File: src/rtl/iob_cache_wbuf_pkg.sv
// Shared widths and entry field layout for the cache write-through buffer.
// An entry is packed as {addr, data, strb} with the strobes in the low bits.
package iob_cache_wbuf_pkg;

    localparam int DEF_ADDR_W     = 24;
    localparam int DEF_DATA_W     = 32;
    localparam int DEF_DEPTH_LOG2 = 2;

    localparam int STRB_W  = DEF_DATA_W / 8;
    localparam int ENTRY_W = DEF_ADDR_W + DEF_DATA_W + STRB_W;

    localparam int STRB_OFF = 0;

    function automatic int strbW(input int dataW);
        return dataW / 8;
    endfunction

    function automatic int entryW(input int addrW, input int dataW);
        return addrW + dataW + dataW / 8;
    endfunction

    function automatic int dataOff(input int dataW);
        return STRB_OFF + dataW / 8;
    endfunction

    function automatic int addrOff(input int dataW);
        return STRB_OFF + dataW / 8 + dataW;
    endfunction

endpackage

File: src/rtl/iob_cache_wbuf_mem.sv
// Entry storage for the write buffer: DEPTH x ENTRY_W registers, one write
// port with an optional byte-merge mode and one asynchronous read port.
// Storage is never reset; validity is tracked by the pointers in the top.
module iob_cache_wbuf_mem
    import iob_cache_wbuf_pkg::*;
#(
    parameter int ADDR_W = DEF_ADDR_W,
    parameter int DATA_W = DEF_DATA_W,
    parameter int IDX_W  = DEF_DEPTH_LOG2
) (
    input  logic                              clk_i,
    input  logic                              we_i,
    input  logic                              merge_i,
    input  logic [IDX_W-1:0]                  waddr_i,
    input  logic [entryW(ADDR_W, DATA_W)-1:0] wdata_i,
    input  logic [IDX_W-1:0]                  raddr_i,
    output logic [entryW(ADDR_W, DATA_W)-1:0] rdata_o
);

    localparam int SW   = strbW(DATA_W);
    localparam int EW   = entryW(ADDR_W, DATA_W);
    localparam int DOFF = dataOff(DATA_W);

    logic [EW-1:0] r_mem [2**IDX_W];

    // Allocate overwrites a whole entry; merge patches strobed bytes and ORs strobes
    always_ff @(posedge clk_i) begin
        if (we_i) begin
            if (merge_i) begin
                for (int b = 0; b < SW; b++) begin
                    if (wdata_i[STRB_OFF+b]) begin
                        r_mem[waddr_i][DOFF+8*b +: 8] <= wdata_i[DOFF+8*b +: 8];
                    end
                end
                r_mem[waddr_i][STRB_OFF +: SW] <=
                    r_mem[waddr_i][STRB_OFF +: SW] | wdata_i[STRB_OFF +: SW];
            end else begin
                r_mem[waddr_i] <= wdata_i;
            end
        end
    end

    assign rdata_o = r_mem[raddr_i];

endmodule

File: src/rtl/iob_reg_cae.sv
// Generic register: async reset, clock enable, sync clear, load enable.
// Async reset wins, then the sync clear (only while clocked), then the load.
module iob_reg_cae #(
    parameter int             W       = 1,
    parameter logic [W-1:0]   RST_VAL = '0
) (
    input  logic         clk_i,
    input  logic         arst_i,
    input  logic         cke_i,
    input  logic         rst_i,
    input  logic         en_i,
    input  logic [W-1:0] data_i,
    output logic [W-1:0] data_o
);

    // Hold, clear or load depending on reset, clear and enable
    always_ff @(posedge clk_i or posedge arst_i) begin
        if (arst_i) begin
            data_o <= RST_VAL;
        end else if (cke_i) begin
            if (rst_i) begin
                data_o <= RST_VAL;
            end else if (en_i) begin
                data_o <= data_i;
            end
        end
    end

endmodule

File: src/rtl/iob_cache_wbuf.sv
// Write-through buffer between the cache front-end and the memory port.
// In-order FIFO of byte-strobed writes with a first-word-fall-through head.
// Optional feature macro: IOB_CACHE_WBUF_COALESCE_EN merges a write into the
// most recently pushed entry when the address matches and at least two
// entries are held (so the head on m_* is never modified).
module iob_cache_wbuf
    import iob_cache_wbuf_pkg::*;
#(
    parameter int ADDR_W     = DEF_ADDR_W,
    parameter int DATA_W     = DEF_DATA_W,
    parameter int DEPTH_LOG2 = DEF_DEPTH_LOG2
) (
    input  logic                  clk_i,
    input  logic                  cke_i,
    input  logic                  arst_i,
    input  logic                  rst_i,
    input  logic                  w_valid_i,
    input  logic [ADDR_W-1:0]     w_addr_i,
    input  logic [DATA_W-1:0]     w_data_i,
    input  logic [DATA_W/8-1:0]   w_strb_i,
    output logic                  w_ready_o,
    output logic                  m_valid_o,
    output logic [ADDR_W-1:0]     m_addr_o,
    output logic [DATA_W-1:0]     m_data_o,
    output logic [DATA_W/8-1:0]   m_strb_o,
    input  logic                  m_ready_i,
    output logic                  empty_o,
    output logic                  full_o,
    output logic [DEPTH_LOG2:0]   level_o
);

    localparam int L    = DEPTH_LOG2;
    localparam int PW   = DEPTH_LOG2 + 1;
    localparam int SW   = strbW(DATA_W);
    localparam int EW   = entryW(ADDR_W, DATA_W);
    localparam int DOFF = dataOff(DATA_W);
    localparam int AOFF = addrOff(DATA_W);

    logic [PW-1:0] r_wptr;
    logic [PW-1:0] r_rptr;
    logic [PW-1:0] r_level;
    logic [PW-1:0] w_wptrNext;
    logic [PW-1:0] w_rptrNext;
    logic [PW-1:0] w_levelNext;

    logic          w_empty;
    logic          w_full;
    logic          w_merge;
    logic          w_push;
    logic          w_mergeWr;
    logic          w_pop;
    logic          w_memWe;
    logic [L-1:0]  w_memWaddr;
    logic [EW-1:0] w_wEntry;
    logic [EW-1:0] w_head;

    // Pointer comparison: equal means empty, equal index with opposite wrap means full
    assign w_empty = (r_wptr == r_rptr);
    assign w_full  = (r_wptr[L-1:0] == r_rptr[L-1:0]) && (r_wptr[L] != r_rptr[L]);

`ifdef IOB_CACHE_WBUF_COALESCE_EN
    // Address of the newest entry; only meaningful while two or more are held
    logic [ADDR_W-1:0] r_lastAddr;

    iob_reg_cae #(.W(ADDR_W)) lastAddrReg (
        .clk_i (clk_i),
        .arst_i(arst_i),
        .cke_i (cke_i),
        .rst_i (rst_i),
        .en_i  (w_push),
        .data_i(w_addr_i),
        .data_o(r_lastAddr)
    );

    assign w_merge = w_valid_i && (r_level >= PW'(2)) && (w_addr_i == r_lastAddr);
`else
    assign w_merge = 1'b0;
`endif

    assign w_push    = w_valid_i && !w_full && !w_merge && cke_i;
    assign w_mergeWr = w_valid_i && w_merge && cke_i;
    assign w_pop     = !w_empty && m_ready_i && cke_i;

    assign w_wptrNext  = w_push ? (r_wptr + PW'(1)) : r_wptr;
    assign w_rptrNext  = w_pop  ? (r_rptr + PW'(1)) : r_rptr;
    assign w_levelNext = w_wptrNext - w_rptrNext;

    iob_reg_cae #(.W(PW)) wptrReg (
        .clk_i (clk_i),
        .arst_i(arst_i),
        .cke_i (cke_i),
        .rst_i (rst_i),
        .en_i  (w_push),
        .data_i(w_wptrNext),
        .data_o(r_wptr)
    );

    iob_reg_cae #(.W(PW)) rptrReg (
        .clk_i (clk_i),
        .arst_i(arst_i),
        .cke_i (cke_i),
        .rst_i (rst_i),
        .en_i  (w_pop),
        .data_i(w_rptrNext),
        .data_o(r_rptr)
    );

    iob_reg_cae #(.W(PW)) levelReg (
        .clk_i (clk_i),
        .arst_i(arst_i),
        .cke_i (cke_i),
        .rst_i (rst_i),
        .en_i  (w_push || w_pop),
        .data_i(w_levelNext),
        .data_o(r_level)
    );

    // A merge targets the newest entry, one slot behind the write pointer
    assign w_memWaddr = w_merge ? (r_wptr[L-1:0] - L'(1)) : r_wptr[L-1:0];
    assign w_memWe    = (w_push || w_mergeWr) && !rst_i;
    assign w_wEntry   = {w_addr_i, w_data_i, w_strb_i};

    iob_cache_wbuf_mem #(
        .ADDR_W(ADDR_W),
        .DATA_W(DATA_W),
        .IDX_W (L)
    ) storage (
        .clk_i  (clk_i),
        .we_i   (w_memWe),
        .merge_i(w_merge),
        .waddr_i(w_memWaddr),
        .wdata_i(w_wEntry),
        .raddr_i(r_rptr[L-1:0]),
        .rdata_o(w_head)
    );

    assign m_addr_o  = w_head[AOFF +: ADDR_W];
    assign m_data_o  = w_head[DOFF +: DATA_W];
    assign m_strb_o  = w_head[STRB_OFF +: SW];
    assign m_valid_o = !w_empty;
    assign w_ready_o = !w_full || w_merge;
    assign empty_o   = w_empty;
    assign full_o    = w_full;
    assign level_o   = r_level;

endmodule

File: config.mk
export PLATFORM = sky130hd
export DESIGN_NAME = iob_cache_wbuf
export DESIGN_NICKNAME = d
export VERILOG_FILES = /design/src/rtl/iob_cache_wbuf_pkg.sv /design/src/rtl/iob_cache_wbuf_mem.sv /design/src/rtl/iob_reg_cae.sv /design/src/rtl/iob_cache_wbuf.sv
export SDC_FILE = /design/constraint.sdc
export NUM_CORES = 1
export LEC_CHECK = 0
export BUFFER_PORTS_ARGS = -buffer_cell sky130_fd_sc_hd__buf_4
export CAP_MARGIN = 20
export CORE_ASPECT_RATIO = 0.9
export CORE_MARGIN = 2
export CORE_UTILIZATION = 40
export CTS_CLUSTER_DIAMETER = 150
export DETAILED_ROUTE_END_ITERATION = 10
export PLACE_DENSITY = 0.7
export SYNTH_ARGS = -nofsm -noshare
export SYNTH_HDL_FRONTEND = slang
export SYNTH_SLANG_ARGS = --single-unit
File: constraint.sdc
create_clock -name clk_i -period 3.8 [get_ports clk_i]
set_clock_uncertainty 0.05 [all_clocks]
set_input_delay 0.38 -clock clk_i [delete_from_list [all_inputs] [get_ports clk_i]]
set_output_delay 0.38 -clock clk_i [all_outputs]
set_load 0.05 [all_outputs]
Word-level counts from Yosys, hierarchy flattened:

Memory sizes are Yosys's and may differ from the RTL's.
Index checks and enable logic that the tools add are counted.
W data, S select, Z words.

* add/subtract/negate cells: 3
* eq/ne operators: 3
* multiplexer cells: 10
* reduce and logical (&&, ||, !) cells: 16

Operators with widths (count)
* $mux W3: 8
* $add A3 B1 Y3 const B: 2
* $logic_and A1 B1 Y1: 6
* $reduce_and A2 Y1: 3
* $reduce_bool A2 Y1: 3
* $eq A3 B3 Y1: 1
* $logic_not A1 Y1: 3
* $sub A3 B3 Y3: 1
* $eq A2 B2 Y1: 1
* $mux W1: 2
* $logic_or A1 B1 Y1: 1
* $ne A1 B1 Y1: 1

* register bits after elaboration: 9
* bits in writable memories: 240
* input port bits: 66
* output and inout port bits: 67
* word-level logic and storage cells: 36
* memories: 1

Memories
* storage.r_mem: depth 4, bits a word 60, read ports 1, clocked after Yosys merged registers in 0, wr ports 1, RTL line iob_cache_wbuf_mem.sv:24 `logic [EW-1:0] r_mem [2**IDX_W];`

Depth between registers and ports, before layout:

* depth in word-level cells: 9
* depth in mapped cells: 13
* depth with buffers taken out: 11

By module:

Synthesis repeated with hierarchy kept, for this count alone.

* cell total of the unflattened synthesis: 441
* area, all modules: 9794.4 µm²

By module, submodules not included
* iob_cache_wbuf_mem: instances 1, cells each 372, area each 9083.7 µm², seq. area each 7206.9 µm²
* iob_reg_cae: instances 3, cells each 12, area each 136.4 µm², seq. area each 75.1 µm²
* iob_cache_wbuf: instances 1, cells each 33, area each 301.5 µm², seq. area each 0.0 µm²

Worst setup path before layout:

Ideal clock, no wire load.

* kind: register to register
* start point: reg rptrReg.data_o[1]
* end point: mem storage.r_mem[0][0] in the netlist's numbering, enable pin
* library setup time: 0.424 ns
* arrival time: 2.627 ns
* data required time: 3.326 ns
* setup slack: 0.699 ns
* cell stages (with the launch flop): 6
* path buffers: 2
* period minus slack after synthesis: 3.101 ns
* cells stage by stage: dfrtp_1 -> buf_4 -> xnor2_2 -> a31oi_2 -> buf_4 -> and3_1

* word-level cells in the longest chain between the ends: 8

Ends and longest elaborated chain
* from (decl): RTL line iob_reg_cae.sv:13 `output logic [W-1:0] data_o`
* from (signal assigned): RTL line iob_reg_cae.sv:24 `data_o <= data_i;`
* $eq A2 B2 Y1: RTL line iob_cache_wbuf.sv:59 `assign w_full = (r_wptr[L-1:0] == r_rptr[L-1:0]) && (r_wptr[L] != r_rptr[L]);`
* $logic_and A1 B1 Y1: RTL line iob_cache_wbuf.sv:59
* $logic_not A1 Y1: RTL line iob_cache_wbuf.sv:80 `assign w_push = w_valid_i && !w_full && !w_merge && cke_i;`
* $logic_and A1 B1 Y1 (2 in a row): RTL line iob_cache_wbuf.sv:80
* $logic_and A1 B1 Y1: RTL line iob_cache_wbuf.sv:120 `assign w_memWe = (w_push || w_mergeWr) && !rst_i;`
* $mux W1: RTL line iob_cache_wbuf_mem.sv:28 `if (we_i) begin`
* $mux W1 (implied by the code): RTL line iob_cache_wbuf_mem.sv:38 `r_mem[waddr_i] <= wdata_i;`
* to (decl): RTL line iob_cache_wbuf_mem.sv:24

Every way passes these cells.

Final worst setup path:

* start point: reg rptrReg.data_o[1]
* end point: reg levelReg.data_o[2]

* word-level cells in the longest chain between the ends: 9
* elaborated cells on any way between the ends: 18
* classes of those cells: add/sub: 2; eq/ne: 2; mux: 4; reduce/logical: 10

Ends and longest elaborated chain
* $eq A2 B2 Y1: RTL line iob_cache_wbuf.sv:59
* $logic_and A1 B1 Y1: RTL line iob_cache_wbuf.sv:59
* $logic_not A1 Y1: RTL line iob_cache_wbuf.sv:80
* $logic_and A1 B1 Y1 (2 in a row): RTL line iob_cache_wbuf.sv:80
* $mux W3: RTL line iob_cache_wbuf.sv:84 `assign w_wptrNext = w_push ? (r_wptr + PW'(1)) : r_wptr;`
* $sub A3 B3 Y3: RTL line iob_cache_wbuf.sv:86 `assign w_levelNext = w_wptrNext - w_rptrNext;`
* $mux W3: RTL line iob_reg_cae.sv:23 `end else if (en_i) begin`
* $mux W3: RTL line iob_reg_cae.sv:21 `if (rst_i) begin`
* to (signal assigned): RTL line iob_reg_cae.sv:24
* to (decl): RTL line iob_reg_cae.sv:13

Parallel ways exist; a longest one is shown, timed or not. The select of a mux whose other input is x is not followed.
A chain may end at the register's enable or synchronous reset.

==> out/results.ini <==
[grt]
grt_max_degree=61
antenna_found_initial=0
grt_pass1_wl_um=25870
grt.total_usage_pct=13.56
grt-ovfl-total=0
first_global_vias=4813

[drt]
via_per_inst=5.022
antenna_left=0
drc=0
drt-total-wl_um=16880
drt_pass1_iterations=4
via_count=4545
drtIter0Drc=259
routedWlPerCell_um=18.65

[power_and_ir_drop]
power_density_mw_per_mm2=572.7
leakage_nw=4.061
ir_worst_vdd_mv=0.3657

[sta]
hold_slack_ns=0.02268
fmax_ghz=0.3275
final_hold_viol_count=0
rsz0062_at_grt=false
fin_crit_ns=3.053
setup_viol=0
tightestPinTransition_ns=0.9536
slew_viol_final=0
relSlewSlack_pct=36.43
post-route-period-util_pct=80.35
tns_ns=0

[layout]
area_growth_pct=27.61
fin_util_pct=51.60
drive_gt1_share_pct=41.79
fillers=1847
fin_nets=657
n_antenna_cell=0

[clocking]
numCtsBuffers=26
cts_max_path_buffers=3
hold_buffers=39
clk_pin_slew_worst_paths_ns=0.06
postCtsSetupBuffers=0
clock-root-buffer=clkbuf_16
cts_tree=built
postCtsResizedCells=0
clk_latency_ns=0.51
cts_sinks=249
h-tree-depth=1

[placed_design]
numPortBuffers=132
hpwlAfterDp_um=10180
place.gp.congestion=0.8720

[setup_path]
cp-end-kind=flop
crit_fanout=29
crit_type=flop to flop
endpoint=levelReg.data_o[2]$_DFFE_PP0P_
cp_data_arrival_time_ns=3.40
rr_startpoint=rptrReg.data_o[1]$_DFFE_PP0P_
r2r_cells=12
r2r_setup_slack_ns=0.75
critPathLaunch=rptrReg.data_o[1]$_DFFE_PP0P_
cp_data_required_time_ns=4.15
r2r_end=levelReg.data_o[2]$_DFFE_PP0P_
crit_path_start_kind=flop

[floorplan]
initial_core_util_pct=40.43
rows=53
num_io_pins=133
die_y_um=149.3
die-area_mm2=0.02470
chipWidth_um=165.5
placeableCoreArea_mm2=0.02321

[synthesis]
syn_inst=395
syn_nets=468
synth_edf_count=240
synth_area_mm2=0.009384
ys_seq_area_share_pct=79.20
syn_avg_cell_area_um2=23.76
postSynth.asyncResetShare_pct=3.614
ys_ff_latch=249
yosys.cell_types.count=34
ys_warn_count=0
synth-main-ff-cell=edfxtp_1

[run]
max-cap-violations=0

[status]
status=finished, final reports clean

[hold_path]
min_path_type=primary input to flop
worstHoldStart=w_data_i[6]

==> synth_stat cells, drive strengths merged, types with 2 or more instances <==
master	number	area, µm²
a21oi	2	10.01
dfrtp	9	225.2
o211ai	2	20.02
clkbuf	6	22.52
nand3	5	25.02
inv	9	33.78
mux4	60	1351
a31oi	2	25.02
xnor2	6	67.56
o21ai	11	62.56
buf	10	57.55
edfxtp	240	7207
ha	6	75.07
mux2	2	22.52
and3	3	18.77
nand2	10	37.54
==> worst min path at each step <==
stage | to | slack [ns] | depth (start not counted)
global placement | levelReg.data_o[0]$_DFFE_PP0P_ | 0.33 | 2
global route | storage.r_mem[0][15]$_DFFE_PP_ | 0.001 | 1
CTS | storage.r_mem[2][15]$_DFFE_PP_ | 0.0005 | 1
floorplan | levelReg.data_o[0]$_DFFE_PP0P_ | 0.16 | 1
detailed placement | levelReg.data_o[0]$_DFFE_PP0P_ | 0.33 | 2
finish | storage.r_mem[2][10]$_DFFE_PP_ | 0.02 | 1
==> worst max-delay path, cell delays in order, from the launching register on <==
cell and delay [ns]:
dfrtp_4 0.66, xnor2_2 0.28, a31oi_2 0.25, buf_4 0.22
nand2_1 0.11, xnor2_1 0.14, ha_1 0.21, fa_1 0.42
nand2_1 0.11, a2111o_1 0.12, o211ai_2 0.10, xnor2_1 0.20
o21ai_2 0.06
==> where the power goes <==
part / internal, W / leakage, nW / switching (W)
sequential: 0.00307 / 2.29 / 0.0000324
clock: 0.00143 / 0.404 / 0.000985
combinational: 0.000504 / 1.37 / 0.000833
==> state kept, by name (all words and copies together), names as in the netlist <==
register         cells
rptrReg.data_o       3
wptrReg.data_o       3
levelReg.data_o      3
storage.r_mem      240
==> area by class of cell <==
type                       count  area (µm²)  area share (%)
clock buffer                  31       690.7           5.767
clock inverter                16       137.6           1.149
inverter                       9       35.03          0.2926
multi-input combinational    121        1853           15.47
sequential                   249        7440           62.13
tap                          302       377.9           3.155
timing repair buffer         177        1441           12.04
==> per-stage QoR <==
stage	area, µm²	worst slack, ns	std cells	total power, W
2_1_floorplan	9384	0.6988	395	0.004104
3_3_place_gp	10750	0.8826	818	0.004469
3_5_place_dp	10750	0.7652	818	0.004487
4_1_cts	11970	0.7449	904	0.006943
5_1_grt	11980	0.5918	905	0.007097
6_report	11980	0.7467	905	0.006858
==> cell usage in the layout, fill, tap and decap left out, types with 2 or more instances in the layout <==
| cell type | n |
|---|---|
| a21oi_1 | 2 |
| edfxtp_1 | 240 |
| clkinvlp_4 | 2 |
| nand3_1 | 5 |
| xnor2_1 | 4 |
| dfrtp_1 | 7 |
| clkbuf_1 | 4 |
| o21ai_1 | 8 |
| dfrtp_4 | 2 |
| bufinv_16 | 2 |
| a31oi_2 | 2 |
| inv_1 | 8 |
| clkbuf_16 | 27 |
| dlygate4sd3_1 | 40 |
| xnor2_2 | 2 |
| clkinv_1 | 4 |
| clkinv_2 | 7 |
| buf_4 | 136 |
| ha_1 | 6 |
| and3_4 | 3 |
| o21ai_2 | 2 |
| mux4_2 | 60 |
| nand2_1 | 10 |
==> routing by layer <==
layer  GRT usage (%)  vias up  share of wire (%)
met5               0        -                  0
li1                -     2047                  -
met2           22.45      133                 49
met1           18.21     2335                 43
met3           2.585       30                5.6
met4           4.440        0                2.5
==> logic make-up (layout without fill, tap and decap cells) <==
family                   count (synthesis)  in the layout  share of synthesized area [%]
flip-flops                             249            249                          79.20
multiplexers                            63             63                          14.75
buffers and inverters                   25            233                          1.213
AO/OA/AOI/OAI                           24             24                          1.960
AND/OR/NAND/NOR                         20             20                         0.9734
adder cells (fa/ha/maj)                  7              7                          1.013
XOR/XNOR                                 7              7                         0.8933
Power figures use the tool's default switching activity.
